==> src/rtl/fb_pixel_writer_pkg.sv <==
// Shared types and defaults for the framebuffer pixel writer.
package fb_pkg;

  typedef enum logic [1:0] {
    ST_IDLE  = 2'b00,
    ST_RUN   = 2'b01,
    ST_FLUSH = 2'b10,
    ST_DONE  = 2'b11
  } fb_state_t;

  localparam int FB_CORDW_DEF  = 8;
  localparam int FB_W_DEF      = 256;
  localparam int FB_H_DEF      = 256;
  localparam int FB_COLORW_DEF = 24;
  localparam int FB_DEPTH_DEF  = 8;

  // Smallest address width that covers a w x h linear framebuffer.
  function automatic int fb_addr_w(input int w, input int h);
    int n;
    n = w * h;
    return (n <= 2) ? 1 : $clog2(n);
  endfunction

endpackage

==> src/rtl/fb_pixel_writer_if.sv <==
// Rasteriser pixel stream and framebuffer write port bundles.
interface fb_pix_if
  import fb_pkg::*;
#(
  parameter int CORDW  = FB_CORDW_DEF,
  parameter int COLORW = FB_COLORW_DEF
);
  logic              pix_valid;
  logic [CORDW-1:0]  pix_x;
  logic [CORDW-1:0]  pix_y;
  logic [COLORW-1:0] pix_color;
  logic              src_done;

  modport master (output pix_valid, pix_x, pix_y, pix_color, src_done);
  modport slave  (input  pix_valid, pix_x, pix_y, pix_color, src_done);
endinterface

interface fb_mem_if
  import fb_pkg::*;
#(
  parameter int ADDRW  = 16,
  parameter int COLORW = FB_COLORW_DEF
);
  logic              mem_we;
  logic [ADDRW-1:0]  mem_addr;
  logic [COLORW-1:0] mem_wdata;
  logic              mem_ready;

  modport master (output mem_we, mem_addr, mem_wdata, input mem_ready);
  modport slave  (input mem_we, mem_addr, mem_wdata, output mem_ready);
endinterface

==> src/rtl/fb_pixel_writer_pix_fifo.sv <==
// Synchronous FIFO with wrap-bit pointers; head word is visible combinationally.
module pix_fifo #(
  parameter int WIDTH = 40,
  parameter int DEPTH = 8
) (
  input  logic             clk,
  input  logic             rst,
  input  logic             i_clear,
  input  logic             i_push,
  input  logic             i_pop,
  input  logic [WIDTH-1:0] i_din,
  output logic [WIDTH-1:0] o_dout,
  output logic             o_full,
  output logic             o_empty
);
  localparam int AW = $clog2(DEPTH);

  logic [WIDTH-1:0] r_mem [DEPTH];
  logic [AW:0]      r_wptr;
  logic [AW:0]      r_rptr;

  assign o_empty = (r_wptr == r_rptr);
  assign o_full  = (r_wptr[AW] != r_rptr[AW]) && (r_wptr[AW-1:0] == r_rptr[AW-1:0]);
  assign o_dout  = r_mem[r_rptr[AW-1:0]];

  always_ff @(posedge clk) begin
    if (rst || i_clear) begin
      r_wptr <= '0;
      r_rptr <= '0;
    end else begin
      if (i_push && !o_full) begin
        r_mem[r_wptr[AW-1:0]] <= i_din;
        r_wptr                <= r_wptr + 1'b1;
      end
      if (i_pop && !o_empty) begin
        r_rptr <= r_rptr + 1'b1;
      end
    end
  end

endmodule

==> src/rtl/fb_pixel_writer.sv <==
// Pixel-stream to framebuffer writer: buffers rasteriser strobes in a FIFO and
// drains them through a stallable memory write port, with clipping and overflow flagging.
module fb_pixel_writer
  import fb_pkg::*;
#(
  parameter int CORDW  = FB_CORDW_DEF,
  parameter int FB_W   = FB_W_DEF,
  parameter int FB_H   = FB_H_DEF,
  parameter int ADDRW  = fb_addr_w(FB_W, FB_H),
  parameter int COLORW = FB_COLORW_DEF,
  parameter int DEPTH  = FB_DEPTH_DEF
) (
  input  logic        clk,
  input  logic        rst,
  input  logic        i_start,
  fb_pix_if.slave     pix,
  fb_mem_if.master    mem,
  output logic        o_busy,
  output logic        o_frame_done,
  output logic        o_overflow,
  output logic [15:0] o_clip_cnt,
  output logic [15:0] o_wr_cnt
);
  // state | meaning
  // IDLE  | waiting for start; frame_done still reports the previous frame
  // RUN   | accepting pixels from the rasteriser
  // FLUSH | rasteriser done; draining FIFO and output register
  // DONE  | frame fully committed; waiting for start to fall
  localparam int WORDW = 2 * CORDW + COLORW;

  fb_state_t         r_state;
  logic              r_busy;
  logic              r_frame_done;
  logic              r_overflow;
  logic [15:0]       r_clip_cnt;
  logic [15:0]       r_wr_cnt;
  logic              r_we;
  logic [ADDRW-1:0]  r_addr;
  logic [COLORW-1:0] r_wdata;

  logic              w_start_frame;
  logic              w_in_range;
  logic              w_accept;
  logic              w_push;
  logic              w_drop;
  logic              w_clip;
  logic              w_can_load;
  logic              w_pop;
  logic              w_wr_done;
  logic              w_full;
  logic              w_empty;
  logic [WORDW-1:0]  w_head;
  logic [CORDW-1:0]  w_head_x;
  logic [CORDW-1:0]  w_head_y;
  logic [COLORW-1:0] w_head_color;
  logic [ADDRW-1:0]  w_addr;

  assign w_start_frame = (r_state == ST_IDLE) && i_start;
  assign w_in_range    = (32'(pix.pix_x) < FB_W) && (32'(pix.pix_y) < FB_H);
  assign w_accept      = (r_state == ST_RUN) && pix.pix_valid;
  assign w_clip        = w_accept && !w_in_range;
  // Full is sampled before any pop this cycle, so a same-cycle pop never frees a slot.
  assign w_push        = w_accept && w_in_range && !w_full;
  assign w_drop        = w_accept && w_in_range && w_full;
  assign w_can_load    = !r_we || mem.mem_ready;
  assign w_pop         = w_can_load && !w_empty;
  assign w_wr_done     = r_we && mem.mem_ready;

  assign {w_head_x, w_head_y, w_head_color} = w_head;
  assign w_addr = ADDRW'(w_head_y) * ADDRW'(FB_W) + ADDRW'(w_head_x);

  pix_fifo #(
    .WIDTH (WORDW),
    .DEPTH (DEPTH)
  ) u_fifo (
    .clk     (clk),
    .rst     (rst),
    .i_clear (w_start_frame),
    .i_push  (w_push),
    .i_pop   (w_pop),
    .i_din   ({pix.pix_x, pix.pix_y, pix.pix_color}),
    .o_dout  (w_head),
    .o_full  (w_full),
    .o_empty (w_empty)
  );

  always_ff @(posedge clk) begin
    if (rst) begin
      r_state      <= ST_IDLE;
      r_busy       <= 1'b0;
      r_frame_done <= 1'b0;
    end else begin
      case (r_state)
        ST_IDLE: if (i_start) begin
          r_state      <= ST_RUN;
          r_busy       <= 1'b1;
          r_frame_done <= 1'b0;
        end
        ST_RUN: if (pix.src_done) r_state <= ST_FLUSH;
        ST_FLUSH: if (w_empty && w_can_load) begin
          r_state      <= ST_DONE;
          r_busy       <= 1'b0;
          r_frame_done <= 1'b1;
        end
        ST_DONE: if (!i_start) r_state <= ST_IDLE;
        default: r_state <= ST_IDLE;
      endcase
    end
  end

  // Output register: load a new head whenever the current write is absent or accepted.
  always_ff @(posedge clk) begin
    if (rst) begin
      r_we    <= 1'b0;
      r_addr  <= '0;
      r_wdata <= '0;
    end else if (w_pop) begin
      r_we    <= 1'b1;
      r_addr  <= w_addr;
      r_wdata <= w_head_color;
    end else if (w_can_load) begin
      r_we    <= 1'b0;
    end
  end

  always_ff @(posedge clk) begin
    if (rst || w_start_frame) begin
      r_overflow <= 1'b0;
      r_clip_cnt <= '0;
      r_wr_cnt   <= '0;
    end else begin
      if (w_drop) r_overflow <= 1'b1;
      if (w_clip && (r_clip_cnt != 16'hFFFF)) r_clip_cnt <= r_clip_cnt + 16'd1;
      if (w_wr_done && (r_wr_cnt != 16'hFFFF)) r_wr_cnt <= r_wr_cnt + 16'd1;
    end
  end

  assign mem.mem_we    = r_we;
  assign mem.mem_addr  = r_addr;
  assign mem.mem_wdata = r_wdata;
  assign o_busy        = r_busy;
  assign o_frame_done  = r_frame_done;
  assign o_overflow    = r_overflow;
  assign o_clip_cnt    = r_clip_cnt;
  assign o_wr_cnt      = r_wr_cnt;

endmodule

==> src/flat_wrapper.sv <==
// flat-port wrapper written by rule: the top's interface ports become plain ports
module fb_pixel_writer_flat import fb_pkg::*;
#(
  parameter int CORDW  = FB_CORDW_DEF,
  parameter int FB_W   = FB_W_DEF,
  parameter int FB_H   = FB_H_DEF,
  parameter int ADDRW  = fb_addr_w(FB_W, FB_H),
  parameter int COLORW = FB_COLORW_DEF,
  parameter int DEPTH  = FB_DEPTH_DEF
)
  (clk, rst, i_start, o_busy, o_frame_done, o_overflow, o_clip_cnt, o_wr_cnt, pix_pix_valid, pix_pix_x, pix_pix_y, pix_pix_color, pix_src_done, mem_mem_we, mem_mem_addr, mem_mem_wdata, mem_mem_ready);
  fb_pix_if #(.CORDW(CORDW), .COLORW(COLORW)) pix_i ();
  fb_mem_if #(.ADDRW(ADDRW), .COLORW(COLORW)) mem_i ();
  input  logic clk;
  input  logic rst;
  input  logic i_start;
  output logic o_busy;
  output logic o_frame_done;
  output logic o_overflow;
  output logic [15:0] o_clip_cnt;
  output logic [15:0] o_wr_cnt;
  input wire logic [$bits(pix_i.pix_valid)-1:0] pix_pix_valid;
  input wire logic [$bits(pix_i.pix_x)-1:0] pix_pix_x;
  input wire logic [$bits(pix_i.pix_y)-1:0] pix_pix_y;
  input wire logic [$bits(pix_i.pix_color)-1:0] pix_pix_color;
  input wire logic [$bits(pix_i.src_done)-1:0] pix_src_done;
  output wire logic [$bits(mem_i.mem_we)-1:0] mem_mem_we;
  output wire logic [$bits(mem_i.mem_addr)-1:0] mem_mem_addr;
  output wire logic [$bits(mem_i.mem_wdata)-1:0] mem_mem_wdata;
  input wire logic [$bits(mem_i.mem_ready)-1:0] mem_mem_ready;
  assign pix_i.pix_valid = pix_pix_valid;
  assign pix_i.pix_x = pix_pix_x;
  assign pix_i.pix_y = pix_pix_y;
  assign pix_i.pix_color = pix_pix_color;
  assign pix_i.src_done = pix_src_done;
  assign mem_mem_we = mem_i.mem_we;
  assign mem_mem_addr = mem_i.mem_addr;
  assign mem_mem_wdata = mem_i.mem_wdata;
  assign mem_i.mem_ready = mem_mem_ready;
  fb_pixel_writer #(.CORDW(CORDW), .FB_W(FB_W), .FB_H(FB_H), .ADDRW(ADDRW), .COLORW(COLORW), .DEPTH(DEPTH)) u_core (.clk(clk), .rst(rst), .i_start(i_start), .pix(pix_i), .mem(mem_i), .o_busy(o_busy), .o_frame_done(o_frame_done), .o_overflow(o_overflow), .o_clip_cnt(o_clip_cnt), .o_wr_cnt(o_wr_cnt));
endmodule
==> config.mk <==
export PLATFORM = sky130hd
export DESIGN_NAME = fb_pixel_writer_flat
export DESIGN_NICKNAME = d
export VERILOG_FILES = /design/src/rtl/fb_pixel_writer_pkg.sv /design/src/rtl/fb_pixel_writer_if.sv /design/src/rtl/fb_pixel_writer_pix_fifo.sv /design/src/rtl/fb_pixel_writer.sv /design/src/flat_wrapper.sv
export SDC_FILE = /design/constraint.sdc
export NUM_CORES = 1
export LEC_CHECK = 0
export ABC_AREA = 1
export BUFFER_PORTS_ARGS = -buffer_cell sky130_fd_sc_hd__buf_2
export CORE_MARGIN = 3
export CORE_UTILIZATION = 55
export CTS_BUF_LIST = sky130_fd_sc_hd__clkbuf_8
export DETAILED_ROUTE_END_ITERATION = 6
export GPL_TIMING_DRIVEN = 0
export PLACE_DENSITY_LB_ADDON = 0.25
export SETUP_SLACK_MARGIN = 0.2
export SLEW_MARGIN = 40
export SYNTH_ARGS = -nofsm -noshare
export SYNTH_HDL_FRONTEND = slang
export SYNTH_HIERARCHICAL = 1
export SYNTH_SLANG_ARGS = --single-unit
==> constraint.sdc <==
create_clock -name clk -period 8.85 [get_ports clk]
set_clock_uncertainty 0.15 [all_clocks]
set_input_delay 1.77 -clock clk [delete_from_list [all_inputs] [get_ports clk]]
set_output_delay 1.77 -clock clk [all_outputs]
set_load 0.02 [all_outputs]
* Yosys cells after proc, flatten, opt, wreduce, memory -nomap -nowiden
Memory sizes are Yosys's and may differ from the RTL's. A register that Yosys moved wholly into a read port is not among the register bits. Index checks and enable logic that the tools add are counted.
Storage, ports and cells: input bits 46, output and inout port bits 76, memories 1, logic and storage cells 65, bits in writable memories 320, bits in registers 70
Memories:
- u_core.u_fifo.r_mem | depth 8, width 40, read ports 1, clocked after memory_dff 1, wr ports 1, RTL line fb_pixel_writer_pix_fifo.sv:18 | logic [WIDTH-1:0] r_mem [DEPTH];
Cells by class: multiplexer cells 18, equal/unequal tests 11, $add $sub $neg 4, reductions and logical operators 21
Operators with widths (count):
- $add 16x1->16 const B | 1
- $add 16x8->16 | 1
- $ne 16x16->1 const B | 1
- $logic_and 1x1->1 | 11
- $mux 1 | 9
- $add 4x1->4 const B | 2
- $mux 2 | 4
- $pmux 2 s4 | 1
- $mux 3 | 2
- $ne 2x2->1 const B | 3
- $eq 2x2->1 const B | 2
- $eq 4x4->1 | 1
- $pmux 1 s2 | 2
- $reduce_and 4->1 | 1
- $reduce_bool 2->1 | 2
- $eq 3x3->1 | 1
- $logic_not 1->1 | 3
- $reduce_and 3->1 | 1
- $eq 2x1->1 const B | 1
- $logic_not 2->1 | 1
- $logic_or 1x1->1 | 2
- $ne 2x1->1 const B | 1
- $ne 1x1->1 | 1

* Longest topological paths before layout
word-level depth 8, depth in mapped cells 13

* Hierarchy
The synthesis kept the hierarchy.
Modules (own cells, without submodules):
- pix_fifo | seq. area each 9829.4 µm², instances 1, area each 13163.9 µm², cells each 910
- fb_pixel_writer | seq. area each 1241.2 µm², instances 1, area each 2857.7 µm², cells each 394

* Worst setup path before layout
OpenSTA, ideal clock, no wires.
kind input port to flip-flop, start point input port i_start, end point memory u_core.u_fifo.r_mem[3][0] (enable), required time 8.213 ns, stages 5, path slack 3.121 ns, arrival 5.092 ns, path buffers 0, setup time 0.487 ns, cells stage by stage nand2_1 -> inv_1 -> nor2_2 -> nand2_1 -> nor3_1
Between the ends: longest elaborated chain between the ends 4
Ends and longest elaborated chain:
- start, declared | RTL line flat_wrapper.sv:16 | input logic i_start;
- $logic_and 1x1->1 | RTL line fb_pixel_writer.sv:58 | assign w_start_frame = (r_state == ST_IDLE) && i_start;
- named net u_core.w_start_frame | RTL line fb_pixel_writer.sv:41 | logic w_start_frame;
- $logic_or 1x1->1 | RTL line fb_pixel_writer_pix_fifo.sv:27 | if (rst || i_clear) begin
- $mux 1 | RTL line fb_pixel_writer_pix_fifo.sv:27
- $mux 1 (not written as such) | RTL line fb_pixel_writer_pix_fifo.sv:32 | r_mem[r_wptr[AW-1:0]] <= i_din;
- end, declared | RTL line fb_pixel_writer_pix_fifo.sv:18
The timed path passes the listed nets, and every way through them passes these cells.

* Worst setup path in the final report
start point input port i_start, end point memory u_core.u_fifo.r_mem[1][38] (enable)
Same word-level chain as after synthesis.

==> metrics.md <==
| Metric | Value |
|---|---|
| Synth top area share | 60.0% |
| Final number of max-transition violations | 0 |
| Placed cell areas | about 18,000 µm² |
| RSZ-0062 raised after global routing | no |
| Power per Cell Area | ~220 nW/µm² |
| Seq/Total Area, Yosys | approximately 69% |
| Iter 0 DRT Violations | around 1,000 |
| GR Util All Layers | roughly a quarter |
| Max Fclk | 273 MHz |
| Commonest cells after routing, fill and taps aside | edfxtp_1 (320), nor2_1 (208), nand2_1 (188) |
| Vias | between 10,000 and 15,000 |
| Crit path launch type | input port |
| Register bit total from synthesis | 393 |
| CTS Buffer Depth | 3 |
| Post-synthesis cell area | ~16,000 µm² |
| CTS root buffer | clkbuf_8 |
| Status | finished clean |
| Maxcap violations | 0 |
| CTS clock-pin slew for the worst setup and hold paths | 0.07 ns |
| GPL Wtd Cong | 0.808 |
| Area grow syn2layout | 17.3% |
| Largest cells by area after synthesis | edfxtp_1 (60%), dfxtp_1 (9.1%), mux2i_1 (5.0%) |
| Commonest non-fill, non-tap cell in the layout | edfxtp_1 |
| Total Power | 0.00420 W |
| Share of layout cells above drive strength 1 | a little over a fifth |
| Vias in the first global route | between 10,000 and 15,000 |
| Die X | 177 µm |
| Final HPWL DP | around 25,000 µm |
| Final wirelength | 38,400 µm |
| Initial antenna violation count | 2 |
| CTS buffer count | 61 |
| Syn Area/Cell | 12.3 µm² |
| Cts repair resizes | 0 |
| Post-synthesis cell count | 1,304 |
| Top cell type by total area after synthesis | edfxtp_1 |
| Largest net degree at the start of global routing | 17 |
| Clk_lat worst skew | 0.61 ns |
| Max H-tree Level | 2 |
| Post-CTS Hold Buffers | 0 |
| CTS tree | built |
| Starting Density | 56.7% |
| Setup Buffers After CTS | 0 |
| Vias/cell | roughly 5.6 |
| IO Count | 122 |
| CP endpoint kind | flop |
| Nets | 1,583 |
| Synth warn | 6 |
| Final hold viol count | 0 |
| Worst endpoint required time | between 9 and 10 ns |
| CTS sink cnt | 393 |
| # DRC | 0 |
| Max FO, Critical Path | 10 |
| Critical path type | input port to flop |
| Final setup vio count | 0 |
| Avg WL per Cell | 19.6 µm |
| Routed Antenna Nets | 0 |
| HP Class | flop to flop |
| Total grt overflow | 0 |
| Worst-Margin Slew | 0.738 ns |
| Worst Path Arrival | 3.84 ns |
| First-pass GRT wire length | 59,200 µm |
| Leakage | 7.07 nW |
| FP Rows | 61 |
| Unique masters post-synth | 40 |
| Die height | 177 µm |
| Core area | approximately 28,000 µm² |
| Util after Layout | 66.5% |
| Maximum VDD drop | 0.150 mV |
| IO buf count | 105 |
| Finished Cell Area | 18,800 µm² |
| DR pass1 iterations | 7 |
| Rel. slew slack | 50.8% |
| Crit share post-route | 41.4% |
| Final Critical Period | 3.66 ns |
| Die area | 31,200 µm² |
==> cell families after synthesis <==
| kind of cell | Yosys count | synth area share [%] |
|---|---|---|
| simple gates | 462 | 12.1 |
| flops | 393 | 69.1 |
| compound gates | 228 | 7.88 |
| buf+inv | 129 | 5.05 |
| mux | 80 | 5.00 |
| fa+ha+maj | 7 | 0.547 |
| xor+xnor | 4 | 0.266 |
| other cells | 1 | 0.0234 |
==> sequential cells by signal, indices dropped and copies added, names as in the netlist, named ones only <==
name,count
u_core/o_busy,1
u_core/u_fifo/r_mem,320
u_core/r_state,2
u_core/u_fifo/r_wptr,4
u_core/mem.mem_wdata,24
u_core/o_wr_cnt,16
u_core/o_overflow,1
u_core/mem.mem_we,1
u_core/u_fifo/r_rptr,4
u_core/mem.mem_addr,16
u_core/o_frame_done,1
==> worst paths after layout <==
| check | from | endpoint | slack, ns | cells past startpoint |
|---|---|---|---|---|
| max | i_start | u_core/u_fifo/r_mem[1][38] | 5.19 | 10 |
| min | u_core/o_frame_done | u_core/o_frame_done | 0.30 | 2 |
| max reg2reg | u_core/u_fifo/r_wptr[0] | u_core/u_fifo/r_mem[7][11] | 5.68 | 13 |
| min reg2reg | u_core/o_frame_done | u_core/o_frame_done | 0.30 | 2 |
==> worst max-delay path, cell delays in order <==
cell and delay [ns]:
buf_2 0.12, nand2_1 0.06, inv_1 0.08, nor2_2 0.39, nand2_1 0.23, nor3_2 0.35
buf_4 0.23, buf_2 0.24, buf_4 0.21, buf_6 0.16
==> where the power goes <==
part           internal (W)  switching [W]  leakage, nW  total [W]
combinational      0.000181       0.000400         2.87   0.000581
sequential          0.00209      0.0000553         3.47    0.00215
clock              0.000782       0.000687        0.732    0.00147
total               0.00305        0.00114         7.07    0.00420
==> synth_stat cells (all sizes together) <==
| master | number |
|---|---|
| a21oi | 22 |
| a22oi | 2 |
| and2 | 1 |
| buf | 60 |
| clkbuf | 21 |
| clkinv | 1 |
| conb | 1 |
| dfxtp | 73 |
| edfxtp | 320 |
| ha | 7 |
| inv | 47 |
| mux2i | 80 |
| nand2 | 201 |
| nand3 | 25 |
| nand3b | 1 |
| nand4 | 6 |
| nor2 | 221 |
| nor3 | 5 |
| o21ai | 124 |
| o22ai | 80 |
| or2 | 2 |
| xnor2 | 4 |
==> cell type report <==
class	count	area [µm²]
sequential	393	11100
fill	2094	9450
multi-input combinational	797	4250
timing repair buffer	148	971
clock buffer	70	963
buffer	81	617
tap	378	473
clock inverter	46	248
inverter	48	193
antenna	1	2.50
==> stage by stage <==
| step | hold slack (ns) | instances | setup TNS [ns] | setup WS (ns) |
|---|---|---|---|---|
| 2_1_floorplan | 0.317 | 1319 | 0 | 3.12 |
| 3_3_place_gp | 0.295 | 1802 | -2.67 | -0.0701 |
| 3_5_place_dp | 0.298 | 1845 | 0 | 4.59 |
| 4_1_cts | 0.307 | 1961 | 0 | 5.20 |
| 5_1_grt | 0.318 | 1962 | 0 | 5.07 |
| 6_report | 0.304 | 1962 | 0 | 5.19 |
==> layer usage <==
metal	vias to the layer above	wire [µm]	global-route usage, %
met5	-	7	0
met4	2	1160	9.62
met3	90	3510	4.72
met2	579	18100	40.0
met1	5320	15600	33.4
li1	5075	-	-
Note: power is estimated with default switching activity, not from simulation.
